==> config.mk <==
export PLATFORM = sky130hd
export DESIGN_NAME = fetch_queue_flat
export DESIGN_NICKNAME = d
export VERILOG_FILES = /design/src/rtl/fetch_queue_if.sv /design/src/rtl/fetch_queue.sv /design/src/flat_wrapper.sv
export SDC_FILE = /design/constraint.sdc
export NUM_CORES = 1
export LEC_CHECK = 0
export CORE_ASPECT_RATIO = 0.8
export CORE_MARGIN = 1.5
export CORE_UTILIZATION = 58
export DETAILED_ROUTE_END_ITERATION = 10
export GPL_ROUTABILITY_DRIVEN = 0
export PLACE_DENSITY = 0.84
export SLEW_MARGIN = 20
export SYNTH_ARGS = -nofsm -noshare
export SYNTH_HDL_FRONTEND = slang
export SYNTH_SLANG_ARGS = --single-unit
==> constraint.sdc <==
create_clock -name clk -period 5.3 [get_ports clk]
set_clock_uncertainty 0.2 [all_clocks]
set_input_delay 1.06 -clock clk [delete_from_list [all_inputs] [get_ports clk]]
set_output_delay 1.06 -clock clk [all_outputs]
set_load 0.005 [all_outputs]
==> src/rtl/fetch_queue_if.sv <==
// Fetch front-end bus bundle.
// Groups the pipeline control inputs (halt/redirect), the instruction-memory
// request/response pair and the valid/ready output toward IF/ID.
//   slave  : the fetch_queue side (drives imem_req/addr and the out_* head)
//   master : the pipeline/memory side (drives halt, redirect, rdata, ready)
interface fetch_queue_if #(
    parameter int unsigned PC_W  = 9,
    parameter int unsigned INS_W = 32,
    parameter int unsigned CNT_W = 3
);
    logic             halt;
    logic             redirect;
    logic [PC_W-1:0]  redirect_pc;
    logic             imem_req;
    logic [PC_W-1:0]  imem_addr;
    logic [INS_W-1:0] imem_rdata;
    logic             out_valid;
    logic             out_ready;
    logic [PC_W-1:0]  out_pc;
    logic [INS_W-1:0] out_instr;
    logic [CNT_W-1:0] count;

    modport slave (
        input  halt, redirect, redirect_pc, imem_rdata, out_ready,
        output imem_req, imem_addr, out_valid, out_pc, out_instr, count
    );

    modport master (
        output halt, redirect, redirect_pc, imem_rdata, out_ready,
        input  imem_req, imem_addr, out_valid, out_pc, out_instr, count
    );
endinterface

==> src/rtl/fetch_queue.sv <==
// Instruction-fetch front end of the 5-stage RV32 pipeline.
// Owns the fetch PC, issues sequential word fetches to instruction memory
// (1-cycle read latency) and buffers responses in a DEPTH-entry prefetch FIFO
// that presents {pc, instr} to the IF/ID register with a valid/ready handshake.
// Ports:
//   clk    : clock
//   reset  : synchronous, active-high
//   bus    : fetch_queue_if.slave
//            halt / redirect / redirect_pc  - pipeline control in
//            imem_req / imem_addr           - fetch request out
//            imem_rdata                     - instruction, 1 cycle after req
//            out_valid / out_ready          - head handshake toward ID
//            out_pc / out_instr             - head entry (0 when empty)
//            count                          - current FIFO occupancy
module fetch_queue #(
    parameter int unsigned PC_W     = 9,
    parameter int unsigned INS_W    = 32,
    parameter int unsigned DEPTH    = 4,
    parameter int unsigned RESET_PC = 0
) (
    input  logic              clk,
    input  logic              reset,
    fetch_queue_if.slave      bus
);
    localparam int unsigned PTR_W = $clog2(DEPTH);
    localparam int unsigned CNT_W = PTR_W + 1;

    typedef struct packed {
        logic [PC_W-1:0]  pc;
        logic [INS_W-1:0] instr;
    } entry_t;

    logic [PC_W-1:0]  fetch_pc_q,  fetch_pc_d;
    logic [PC_W-1:0]  issued_pc_q, issued_pc_d;
    logic             inflight_q,  inflight_d;
    logic [PTR_W-1:0] wr_ptr_q,    wr_ptr_d;
    logic [PTR_W-1:0] rd_ptr_q,    rd_ptr_d;
    logic [CNT_W-1:0] count_q,     count_d;
    entry_t           mem_q [DEPTH];
    entry_t           mem_d [DEPTH];

    logic             credit_ok_c;
    logic             issue_c;
    logic             push_c;
    logic             pop_c;
    logic             valid_c;
    logic [PC_W-1:0]  redirect_tgt_c;
    entry_t           head_c;

    // Low address bits of the redirect target are architecturally ignored.
    logic redirect_pc_lsb_unused;
    assign redirect_pc_lsb_unused = ^bus.redirect_pc[1:0];

    // Credit: queued entries plus the outstanding response must leave room.
    assign credit_ok_c = (({1'b0, count_q} + (CNT_W+1)'(inflight_q)) < (CNT_W+1)'(DEPTH));

    assign issue_c        = !reset && !bus.halt && !bus.redirect && credit_ok_c;
    assign valid_c        = (count_q != '0);
    assign push_c         = inflight_q && !bus.redirect;
    assign pop_c          = valid_c && bus.out_ready && !bus.redirect;
    assign redirect_tgt_c = {bus.redirect_pc[PC_W-1:2], 2'b00};
    assign head_c         = mem_q[rd_ptr_q];

    // Next-state: redirect flushes everything; otherwise pop/push/issue are independent.
    always_comb begin
        fetch_pc_d  = fetch_pc_q;
        issued_pc_d = issued_pc_q;
        inflight_d  = 1'b0;
        wr_ptr_d    = wr_ptr_q;
        rd_ptr_d    = rd_ptr_q;
        count_d     = count_q;
        for (int i = 0; i < int'(DEPTH); i++) begin
            mem_d[i] = mem_q[i];
        end

        if (bus.redirect) begin
            fetch_pc_d = redirect_tgt_c;
            wr_ptr_d   = '0;
            rd_ptr_d   = '0;
            count_d    = '0;
        end else begin
            if (issue_c) begin
                fetch_pc_d  = fetch_pc_q + PC_W'(4);
                issued_pc_d = fetch_pc_q;
                inflight_d  = 1'b1;
            end
            if (push_c) begin
                mem_d[wr_ptr_q] = '{pc: issued_pc_q, instr: bus.imem_rdata};
                wr_ptr_d        = wr_ptr_q + PTR_W'(1);
            end
            if (pop_c) begin
                rd_ptr_d = rd_ptr_q + PTR_W'(1);
            end
            unique case ({push_c, pop_c})
                2'b10:   count_d = count_q + CNT_W'(1);
                2'b01:   count_d = count_q - CNT_W'(1);
                default: count_d = count_q;
            endcase
        end
    end

    // Control state; reset overrides redirect and discards in-flight data.
    always_ff @(posedge clk) begin
        if (reset) begin
            fetch_pc_q  <= PC_W'(RESET_PC);
            issued_pc_q <= '0;
            inflight_q  <= 1'b0;
            wr_ptr_q    <= '0;
            rd_ptr_q    <= '0;
            count_q     <= '0;
        end else begin
            fetch_pc_q  <= fetch_pc_d;
            issued_pc_q <= issued_pc_d;
            inflight_q  <= inflight_d;
            wr_ptr_q    <= wr_ptr_d;
            rd_ptr_q    <= rd_ptr_d;
            count_q     <= count_d;
        end
    end

    // FIFO storage; contents are only observed through count, so no reset.
    always_ff @(posedge clk) begin
        for (int i = 0; i < int'(DEPTH); i++) begin
            mem_q[i] <= mem_d[i];
        end
    end

    assign bus.imem_req  = issue_c;
    assign bus.imem_addr = fetch_pc_q;
    assign bus.out_valid = valid_c;
    assign bus.out_pc    = valid_c ? head_c.pc    : '0;
    assign bus.out_instr = valid_c ? head_c.instr : '0;
    assign bus.count     = count_q;

    // The credit rule must make a push into a full queue impossible.
    a_no_overflow: assert property (@(posedge clk) disable iff (reset)
        !(push_c && (count_q == CNT_W'(DEPTH))));

endmodule

==> src/flat_wrapper.sv <==
// flat-port wrapper written by rule: the top's interface ports become plain ports
module fetch_queue_flat 
#(
    parameter int unsigned PC_W     = 9,
    parameter int unsigned INS_W    = 32,
    parameter int unsigned DEPTH    = 4,
    parameter int unsigned RESET_PC = 0
)
  (clk, reset, bus_halt, bus_redirect, bus_redirect_pc, bus_imem_rdata, bus_out_ready, bus_imem_req, bus_imem_addr, bus_out_valid, bus_out_pc, bus_out_instr, bus_count);
  fetch_queue_if #(.PC_W(PC_W), .INS_W(INS_W), .CNT_W(3)) bus_i ();
  input  logic clk;
  input  logic reset;
  input wire logic [$bits(bus_i.halt)-1:0] bus_halt;
  input wire logic [$bits(bus_i.redirect)-1:0] bus_redirect;
  input wire logic [$bits(bus_i.redirect_pc)-1:0] bus_redirect_pc;
  input wire logic [$bits(bus_i.imem_rdata)-1:0] bus_imem_rdata;
  input wire logic [$bits(bus_i.out_ready)-1:0] bus_out_ready;
  output wire logic [$bits(bus_i.imem_req)-1:0] bus_imem_req;
  output wire logic [$bits(bus_i.imem_addr)-1:0] bus_imem_addr;
  output wire logic [$bits(bus_i.out_valid)-1:0] bus_out_valid;
  output wire logic [$bits(bus_i.out_pc)-1:0] bus_out_pc;
  output wire logic [$bits(bus_i.out_instr)-1:0] bus_out_instr;
  output wire logic [$bits(bus_i.count)-1:0] bus_count;
  assign bus_i.halt = bus_halt;
  assign bus_i.redirect = bus_redirect;
  assign bus_i.redirect_pc = bus_redirect_pc;
  assign bus_i.imem_rdata = bus_imem_rdata;
  assign bus_i.out_ready = bus_out_ready;
  assign bus_imem_req = bus_i.imem_req;
  assign bus_imem_addr = bus_i.imem_addr;
  assign bus_out_valid = bus_i.out_valid;
  assign bus_out_pc = bus_i.out_pc;
  assign bus_out_instr = bus_i.out_instr;
  assign bus_count = bus_i.count;
  fetch_queue #(.PC_W(PC_W), .INS_W(INS_W), .DEPTH(DEPTH), .RESET_PC(RESET_PC)) u_core (.clk(clk), .reset(reset), .bus(bus_i));
endmodule
==> tab_implementation.tex, run 1 <==
\begin{tabular}{lr}
\hline
Metric & Value \\
\hline
\multicolumn{2}{l}{\textbf{Routing}} \\
\quad DRC violation count after routing & 0 \\
\quad Vias post-DR & 3726 \\
\quad Post-DR wirelength/cell & a little under 20 um \\
\quad 1st-pass router iterations & 5 \\
\quad DR vias/cell & between 5 and 6 \\
\quad WL final & 12.6 mm \\
\quad Violation count after the first detailed-route iteration & approximately 240 \\
\quad Routed Antenna Nets & 0 \\
\multicolumn{2}{l}{\textbf{Cells and area}} \\
\quad Fill count & between 600 and 700 \\
\quad Commonest cells after routing, fill and taps aside & 156 x sky130\_fd\_sc\_hd\_\_edfxtp\_1, 94 x sky130\_fd\_sc\_hd\_\_clkdlybuf4s50\_1, 39 x sky130\_fd\_sc\_hd\_\_mux4\_2 \\
\quad Area taken by multi-input logic gates & $\sim$0.0017 mm\^{}2 \\
\quad Share of post-route cells with drive strength above 1 & 0.171 \\
\quad Number of antenna cells inserted & 0 \\
\quad Nets & approximately 540 \\
\quad Area growth syn-to-layout & 23.6\% \\
\quad Leading cell type in the layout, fill and taps excluded & sky130\_fd\_sc\_hd\_\_edfxtp\_1 \\
\quad Seq. cell area & 0.00517 mm\^{}2 \\
\quad Finished Layout Cells & $\sim$640 \\
\multicolumn{2}{l}{\textbf{Critical path}} \\
\quad Required time reported for the critical path endpoint & 4.04 ns \\
\quad Critical Path Start & bus\_redirect \\
\quad Crit path arrival time & around 3.2 ns \\
\quad Maximum fanout along the worst path & 18 \\
\quad Startpoint Class & input pin \\
\quad Worst setup path class & input pin to output port \\
\quad CP Capture Type & output port \\
\quad Critical R2R Launch & u\_core.bus.count[2] \\
\multicolumn{2}{l}{\textbf{Clock tree}} \\
\quad Clock insertion delay at the later pin of the skew report & about 0.43 ns \\
\quad Post-CTS Repair Setup Buffers & 0 \\
\quad Clock net sink count & 180 \\
\quad Clock-pin slew on the worst setup and hold paths & about 0.060 ns \\
\quad CTS tree & yes \\
\quad Number of buffers inserted for hold repair after clock tree synthesis & 0 \\
\quad Max clock buf depth & 2 \\
\quad Root buffer cell & sky130\_fd\_sc\_hd\_\_clkbuf\_16 \\
\quad Number of instances resized during post-cts repair & 0 \\
\quad H-Tree Depth & 4 \\
\quad Number of buffers created by CTS & 17 \\
\multicolumn{2}{l}{\textbf{Timing}} \\
\quad Final Hold Fails & 0 \\
\quad Final-report max-slew violation count & 0 \\
\quad Final cycle utilization of the critical path & 0.843 \\
\quad Crit path time final & 4.47 ns \\
\quad Setup violation total in the final timing report & 0 \\
\quad Highest clock frequency the design can meet & about 220 MHz \\
\quad Relative slew slack & 0.287 \\
\quad Final sum of negative setup slack & 0 ns \\
\quad RSZ-0062 raised after global routing & no \\
\quad Worst-margin pin slew & about 1.1 ns \\
\multicolumn{2}{l}{\textbf{Flow run}} \\
\quad Max Cap Violations & 0 \\
\multicolumn{2}{l}{\textbf{Power and ir drop}} \\
\quad Clock share of power & 0.445 \\
\quad Internal power summed over all cells & around 0.0024 W \\
\quad Leakage power figure & about 2.8 nW \\
\quad Net switching share of the total power & 0.193 \\
\quad Net switching component of the power & about 0.00057 W \\
\quad P per Cell Area & $\sim$340 mW/mm\^{}2 \\
\quad Combinational group share of total power & 0.032 \\
\quad Relative contribution of sequential cells to total power & 0.524 \\
\quad Worst IR Drop VDD & about 310 uV \\
\multicolumn{2}{l}{\textbf{GRT}} \\
\quad Total routing usage reported by global routing & 0.212 \\
\quad Overflow left after global routing & 0 \\
\quad Wire length of the first global-routing pass & 19.9 mm \\
\quad Antenna violations before repair & 0 \\
\quad Pin count of the biggest net entering global routing & 43 \\
\quad Number of global-route vias before repair & approximately 3800 \\
\multicolumn{2}{l}{\textbf{Synth}} \\
\quad Warnings, synthesis & 0 \\
\quad Post-synthesis area per instance & 18.2 um\^{}2 \\
\quad Mapped Cells & between 300 and 400 \\
\quad Area leader, netlist & sky130\_fd\_sc\_hd\_\_edfxtp\_1 \\
\quad Count of cell types in the netlist & 36 \\
\quad Cell area after synthesis & between 0.007 and 0.008 mm\^{}2 \\
\quad Top cell type's share of synthesized area & 0.664 \\
\quad Number of flip-flops and latches in the synthesized netlist & 180 \\
\quad Top cells by area in the synthesized netlist & sky130\_fd\_sc\_hd\_\_edfxtp\_1 66\%, sky130\_fd\_sc\_hd\_\_mux4\_2 12\%, sky130\_fd\_sc\_hd\_\_dfxtp\_1 6.8\% \\
\quad Sequential element share of the synthesized area & 0.732 \\
\multicolumn{2}{l}{\textbf{Place}} \\
\quad Final HPWL from detailed placement & between 7 and 8 mm \\
\quad Placed Cells & 612 \\
\quad Count of input and output buffers & 94 \\
\multicolumn{2}{l}{\textbf{Die}} \\
\quad Vert. Die Dim & around 100 um \\
\quad Die ar. & approximately 0.013 mm\^{}2 \\
\quad Area of the core region & about 0.012 mm\^{}2 \\
\quad Die Width & approximately 130 um \\
\quad Number of primary I/O pins & just over 100 \\
\quad Starting Density & 0.603 \\
\quad Total number of placement rows & 35 \\
\multicolumn{2}{l}{\textbf{Worst hold path}} \\
\quad Hold\_sp & u\_core.issued\_pc\_q[8] \\
\quad Worst min path class & flop to flop \\
\multicolumn{2}{l}{\textbf{Outcome}} \\
\quad Outcome & complete, no violations \\
\hline
\end{tabular}
routing by layer:
layer	track usage	vias to the layer above	routed length, um
met3	0.0528	14	761
met4	0.0663	0	138
met2	0.364	147	6400
met1	0.272	1889	5250
li1	-	1676	-
met5	0	-	0
final timing paths:
path	cells after the start	endpoint	slack, ns
hold reg to reg	2	u_core.issued_pc_q[8]	0.31
setup reg to reg	9	u_core.bus.count[2]	2.42
hold / removal	2	u_core.issued_pc_q[8]	0.31
setup / recovery	5	bus_imem_req	0.83
state kept, by name, summed over array words and instances (netlist names), named ones only:
name,count
u_core.bus.count,3
u_core.bus.imem_addr,7
u_core.inflight_q,1
u_core.issued_pc_q,7
u_core.wr_ptr_q,2
u_core.rd_ptr_q,2
u_core.mem_q,156
worst max-delay path, stage by stage:
cell                              delay, ns
sky130_fd_sc_hd__clkdlybuf4s50_1       0.69
sky130_fd_sc_hd__nor4_4                0.39
sky130_fd_sc_hd__nand2_2               0.21
sky130_fd_sc_hd__inv_2                 0.28
sky130_fd_sc_hd__clkdlybuf4s50_1       0.56
cells by family after synthesis:
logic type                 synth area share
AOI/OAI and AO/OA                    0.0257
buffers and inverters                0.0236
and+or+nand+nor                      0.0720
DFF                                   0.732
other                              0.000532
muxes                                 0.126
adders and majority gates            0.0135
xor gates and xnor gates            0.00621
per-stage QoR:
stage | instance area [um^2] | power (W) | setup slack (ns) | utilization | hold WS [ns]
CTS | 8720 | 0.00299 | 0.830 | 0.746 | 0.312
global placement | 8090 | 0.00167 | 0.897 | 0.692 | 0.275
floorplan | 7060 | 0.00162 | 2.27 | - | 0.260
global route | 8720 | 0.00305 | 0.692 | 0.746 | 0.326
detailed placement | 8090 | 0.00168 | 0.834 | 0.692 | 0.301
finish | 8720 | 0.00297 | 0.834 | 0.746 | 0.310
synth_stat cells:
cell type	count
sky130_fd_sc_hd__and2_1	4
sky130_fd_sc_hd__and2b_1	4
sky130_fd_sc_hd__dfxtp_1	24
sky130_fd_sc_hd__edfxtp_1	156
sky130_fd_sc_hd__inv_2	1
sky130_fd_sc_hd__o21ai_0	1
sky130_fd_sc_hd__nor2_1	12
sky130_fd_sc_hd__inv_1	10
sky130_fd_sc_hd__nand2_2	1
sky130_fd_sc_hd__nand2_1	23
sky130_fd_sc_hd__a21oi_1	15
sky130_fd_sc_hd__a222oi_1	1
sky130_fd_sc_hd__o22ai_1	4
sky130_fd_sc_hd__nor4bb_1	1
sky130_fd_sc_hd__clkbuf_1	10
sky130_fd_sc_hd__nor2b_1	37
sky130_fd_sc_hd__buf_2	4
sky130_fd_sc_hd__nor4_4	1
sky130_fd_sc_hd__o31a_1	3
sky130_fd_sc_hd__a221oi_1	1
sky130_fd_sc_hd__nor3_1	1
sky130_fd_sc_hd__fa_1	1
sky130_fd_sc_hd__mux4_2	39
sky130_fd_sc_hd__conb_1	1
sky130_fd_sc_hd__buf_6	2
sky130_fd_sc_hd__xor2_1	2
sky130_fd_sc_hd__buf_4	6
sky130_fd_sc_hd__or3_1	1
sky130_fd_sc_hd__nor3b_1	1
sky130_fd_sc_hd__nand3_1	3
sky130_fd_sc_hd__a22oi_1	3
sky130_fd_sc_hd__mux2i_1	1
sky130_fd_sc_hd__or2_2	3
sky130_fd_sc_hd__ha_1	6
sky130_fd_sc_hd__xnor2_1	3
sky130_fd_sc_hd__a41oi_1	1
layout make-up:
class	count	area share
tap	148	0.0212
timing repair buffer	96	0.110
clock inverter	14	0.0227
clock buffer	18	0.0492
sequential	180	0.593
inverter	11	0.00474
multi-input combinational	177	0.200
power groups by stage:
| stage | Clock [W] | Sequential [W] | Combinational (W) |
|---|---|---|---|
| floorplan | 0 | 0.00158 | 0.0000351 |
| global placement | 0 | 0.00158 | 0.0000901 |
| detailed placement | 0 | 0.00159 | 0.0000936 |
| CTS | 0.00134 | 0.00155 | 0.0000947 |
| global route | 0.00139 | 0.00156 | 0.000102 |
| finish | 0.00132 | 0.00155 | 0.0000941 |
Power figures use the tool's default switching activity.
==> run 2, diff against run 1 <==
Settings changed: CORE_UTILIZATION 58 to 49, PLACE_DENSITY 0.84 to 0.76.
Clock period 5.3 ns to 3.64 ns, I/O delays scaled along.
==> tab_implementation.tex, run 2 (synthesis gave the netlist of run 1 again) <==
\begin{tabular}{lr}
\hline
Metric & Value \\
\hline
\multicolumn{2}{l}{\textbf{Outcome}} \\
\quad Outcome & complete, no violations (unchanged) \\
\multicolumn{2}{l}{\textbf{Power and ir drop}} \\
\quad Net switching component of the power & 0.000754 W (was 0.000574 W) \\
\quad Net switching share of the total power & 0.179 (was 0.193) \\
\quad Internal power summed over all cells & 0.00347 W (was 0.00239 W) \\
\quad Relative contribution of sequential cells to total power & 0.536 (was 0.524) \\
\quad Clock share of power & 0.431 (was 0.445) \\
\quad Combinational group share of total power & 0.033 (was 0.032) \\
\quad Worst IR Drop VDD & 353 uV (was 310 uV) \\
\quad Leakage power figure & 2.81 nW (was 2.75 nW) \\
\quad P per Cell Area & 475 mW/mm\^{}2 (was 340 mW/mm\^{}2) \\
\multicolumn{2}{l}{\textbf{Cells and area}} \\
\quad Nets & 547 (was 536) \\
\quad Area growth syn-to-layout & 26.1\% (was 23.6\%) \\
\quad Register bank with the most flops & u\_core.mem\_q (unchanged) \\
\quad Final core utilization & 0.629 (was 0.746) \\
\quad Leading cell type in the layout, fill and taps excluded & sky130\_fd\_sc\_hd\_\_edfxtp\_1 (unchanged) \\
\quad Number of antenna cells inserted & 0 (unchanged) \\
\quad Commonest cells after routing, fill and taps aside & 156 x sky130\_fd\_sc\_hd\_\_edfxtp\_1, 94 x sky130\_fd\_sc\_hd\_\_clkdlybuf4s50\_1, 39 x sky130\_fd\_sc\_hd\_\_mux4\_2 (unchanged) \\
\quad Number of flip-flops under the largest register name & 156 (unchanged) \\
\quad Share of post-route cells with drive strength above 1 & 0.176 (was 0.171) \\
\multicolumn{2}{l}{\textbf{GRT}} \\
\quad Pin count of the biggest net entering global routing & 42 (was 43) \\
\quad Total routing usage reported by global routing & 0.178 (was 0.212) \\
\quad Number of global-route vias before repair & 3718 (was 3772) \\
\quad Wire length of the first global-routing pass & 19.2 mm (was 19.9 mm) \\
\quad Overflow left after global routing & 0 (unchanged) \\
\quad Antenna violations before repair & 0 (unchanged) \\
\multicolumn{2}{l}{\textbf{Critical path}} \\
\quad Setup slack of the worst register-to-register path & 1.19 ns (was 2.42 ns) \\
\quad Required time reported for the critical path endpoint & 2.71 ns (was 4.04 ns) \\
\quad CP Capture Type & output port (unchanged) \\
\quad Crit path arrival time & 2.41 ns (was 3.21 ns) \\
\quad Startpoint Class & flop (was input pin) \\
\quad Number of cells on the worst reg-to-reg path & 8 (was 9) \\
\quad Critical R2R Launch & u\_core.bus.count[2] (unchanged) \\
\quad Maximum fanout along the worst path & 15 (was 18) \\
\quad Worst setup path class & flop to output port (was input pin to output port) \\
\quad Endpoint of the worst register-to-register path & u\_core.bus.count[2] (unchanged) \\
\multicolumn{2}{l}{\textbf{Clock tree}} \\
\quad Number of buffers created by CTS & 17 (unchanged) \\
\quad Clock net sink count & 180 (unchanged) \\
\quad Root buffer cell & sky130\_fd\_sc\_hd\_\_clkbuf\_16 (unchanged) \\
\quad CTS tree & yes (unchanged) \\
\quad Number of buffers inserted for hold repair after clock tree synthesis & 0 (unchanged) \\
\quad Clock insertion delay at the later pin of the skew report & 0.42 ns (was 0.43 ns) \\
\quad Post-CTS Repair Setup Buffers & 0 (unchanged) \\
\quad Clock-pin slew on the worst setup and hold paths & 0.06 ns (about the same) \\
\quad Number of instances resized during post-cts repair & 0 (unchanged) \\
\quad H-Tree Depth & 4 (unchanged) \\
\quad Max clock buf depth & 2 (unchanged) \\
\multicolumn{2}{l}{\textbf{Timing}} \\
\quad Relative slew slack & 0.649 (was 0.287) \\
\quad Final sum of negative setup slack & 0 ns (unchanged) \\
\quad Final cycle utilization of the critical path & 0.916 \\
\quad Setup violation total in the final timing report & 0 (unchanged) \\
\quad Worst-margin pin slew & 0.526 ns (was 1.07 ns) \\
\quad Final-report max-slew violation count & 0 (unchanged) \\
\quad RSZ-0062 raised after global routing & no (unchanged) \\
\quad Final Hold Fails & 0 (unchanged) \\
\quad Highest clock frequency the design can meet & 300 MHz \\
\quad Crit path time final & $\sim$3.3 ns \\
\quad Setup ws final & 0.306 ns (was 0.834 ns) \\
\multicolumn{2}{l}{\textbf{Place}} \\
\quad Placement-stage worst setup slack & 0.321 ns (was 0.834 ns) \\
\quad Final HPWL from detailed placement & 7.50 mm (was 7.25 mm) \\
\quad Count of input and output buffers & 94 (unchanged) \\
\multicolumn{2}{l}{\textbf{Routing}} \\
\quad WL final & 12.4 mm (was 12.6 mm) \\
\quad Routed Antenna Nets & 0 (unchanged) \\
\quad 1st-pass router iterations & 4 (was 5) \\
\quad Vias post-DR & 3673 (was 3726) \\
\quad Violation count after the first detailed-route iteration & 231 (was 236) \\
\quad Post-DR wirelength/cell & 18.0 um (was 19.5 um) \\
\quad DR vias/cell & 5.32 (was 5.79) \\
\quad DRC violation count after routing & 0 (unchanged) \\
\multicolumn{2}{l}{\textbf{Worst hold path}} \\
\quad Worst min path class & flop to flop (unchanged) \\
\quad Hold\_sp & u\_core.issued\_pc\_q[3] (was u\_core.issued\_pc\_q[8]) \\
\quad Hold path cells & 2 (unchanged) \\
\quad Hold Path Sink & u\_core.issued\_pc\_q[3] (was u\_core.issued\_pc\_q[8]) \\
\multicolumn{2}{l}{\textbf{Die}} \\
\quad Total number of placement rows & 39 (was 35) \\
\quad Area of the core region & 0.0142 mm\^{}2 (was 0.0117 mm\^{}2) \\
\quad Number of primary I/O pins & 101 (unchanged) \\
\quad Starting Density & 0.498 (was 0.603) \\
\quad Vert. Die Dim & 110 um (was 102 um) \\
\quad Die Width & 137 um (was 126 um) \\
\quad Die ar. & 0.0151 mm\^{}2 (was 0.0128 mm\^{}2) \\
\multicolumn{2}{l}{\textbf{Flow run}} \\
\quad Max Cap Violations & 0 (unchanged) \\
\hline
\end{tabular}
-- run 2: changes by cell type in the layout (fill, tap and decap cells not counted) --
cell	before	now
sky130_fd_sc_hd__buf_12	0	6
sky130_fd_sc_hd__buf_4	2	7
sky130_fd_sc_hd__clkinv_1	0	5
sky130_fd_sc_hd__inv_6	4	0
sky130_fd_sc_hd__clkbuf_1	1	3
sky130_fd_sc_hd__clkinv_2	2	0
sky130_fd_sc_hd__clkinv_4	2	0
sky130_fd_sc_hd__clkinvlp_4	2	3
sky130_fd_sc_hd__dfxtp_2	2	1
sky130_fd_sc_hd__dfxtp_4	0	1
-- run 2: routing by layer --
| metal | global-route usage | vias to the layer above | part of all wire |
|---|---|---|---|
| met5 | 0 | - | 0 |
| met4 | 0.0519 | 0 | 0.0092 |
| met3 | 0.0645 | 11 | 0.063 |
| met2 | 0.282 | 124 | 0.49 |
| met1 | 0.233 | 1842 | 0.44 |
| li1 | - | 1696 | - |
-- run 2: layout make-up --
type | count | area [um^2]
repair buffers | 107 | 1110
multi-input cells | 177 | 1740
clock buffers | 20 | 437
clock inverters | 12 | 161
inverters | 11 | 41.3
flip-flops and latches | 180 | 5170
fillers | 993 | 5260
well taps | 184 | 230
-- run 2: power by group through the flow --
stage          clock [W]  sequential, W  combinational, W
2_1_floorplan          0        0.00231         0.0000512
3_3_place_gp           0        0.00231          0.000137
3_5_place_dp           0        0.00231          0.000141
4_1_cts          0.00186        0.00226          0.000142
5_1_grt          0.00194        0.00227          0.000153
6_report         0.00182        0.00226          0.000141
-- run 2: critical path, stage by stage, from the launching register on --
cell	delay (ns)
sky130_fd_sc_hd__dfxtp_4	0.55
sky130_fd_sc_hd__buf_4	0.29
sky130_fd_sc_hd__mux4_2	0.51
sky130_fd_sc_hd__nor2b_1	0.16
sky130_fd_sc_hd__clkdlybuf4s50_1	0.47
-- run 2: how the worst max path moves through the flow --
stage	startpoint	endpoint	slack, ns	depth (start not counted)
5_1_grt	flop	bus_out_instr[15]	0.12	4
3_5_place_dp	bus_redirect	bus_imem_req	0.32	5
6_report	flop	bus_out_instr[16]	0.31	4
4_1_cts	flop	bus_out_instr[15]	0.23	4
3_3_place_gp	bus_redirect	bus_imem_req	0.33	5
2_1_floorplan	bus_redirect	u_core.mem_q[0][0]	1.14	2
-- run 2: stage by stage --
step / std cells / hold slack [ns] / total power, W / instance area, um^2
after detailed placement: 659 / 0.296 / 0.00245 / 8300
after global routing: 691 / 0.323 / 0.00435 / 8890
final: 691 / 0.297 / 0.00422 / 8890
after CTS: 691 / 0.305 / 0.00426 / 8890
after global placement: 659 / 0.274 / 0.00244 / 8300
after floorplan: 390 / 0.260 / 0.00236 / 7060
==> run 3, diff against run 2 <==
Settings changed: SLEW_MARGIN 20 to 30.
==> results of run 3 <==
The final DEF is identical to that of run 2; final timing and power are the same.
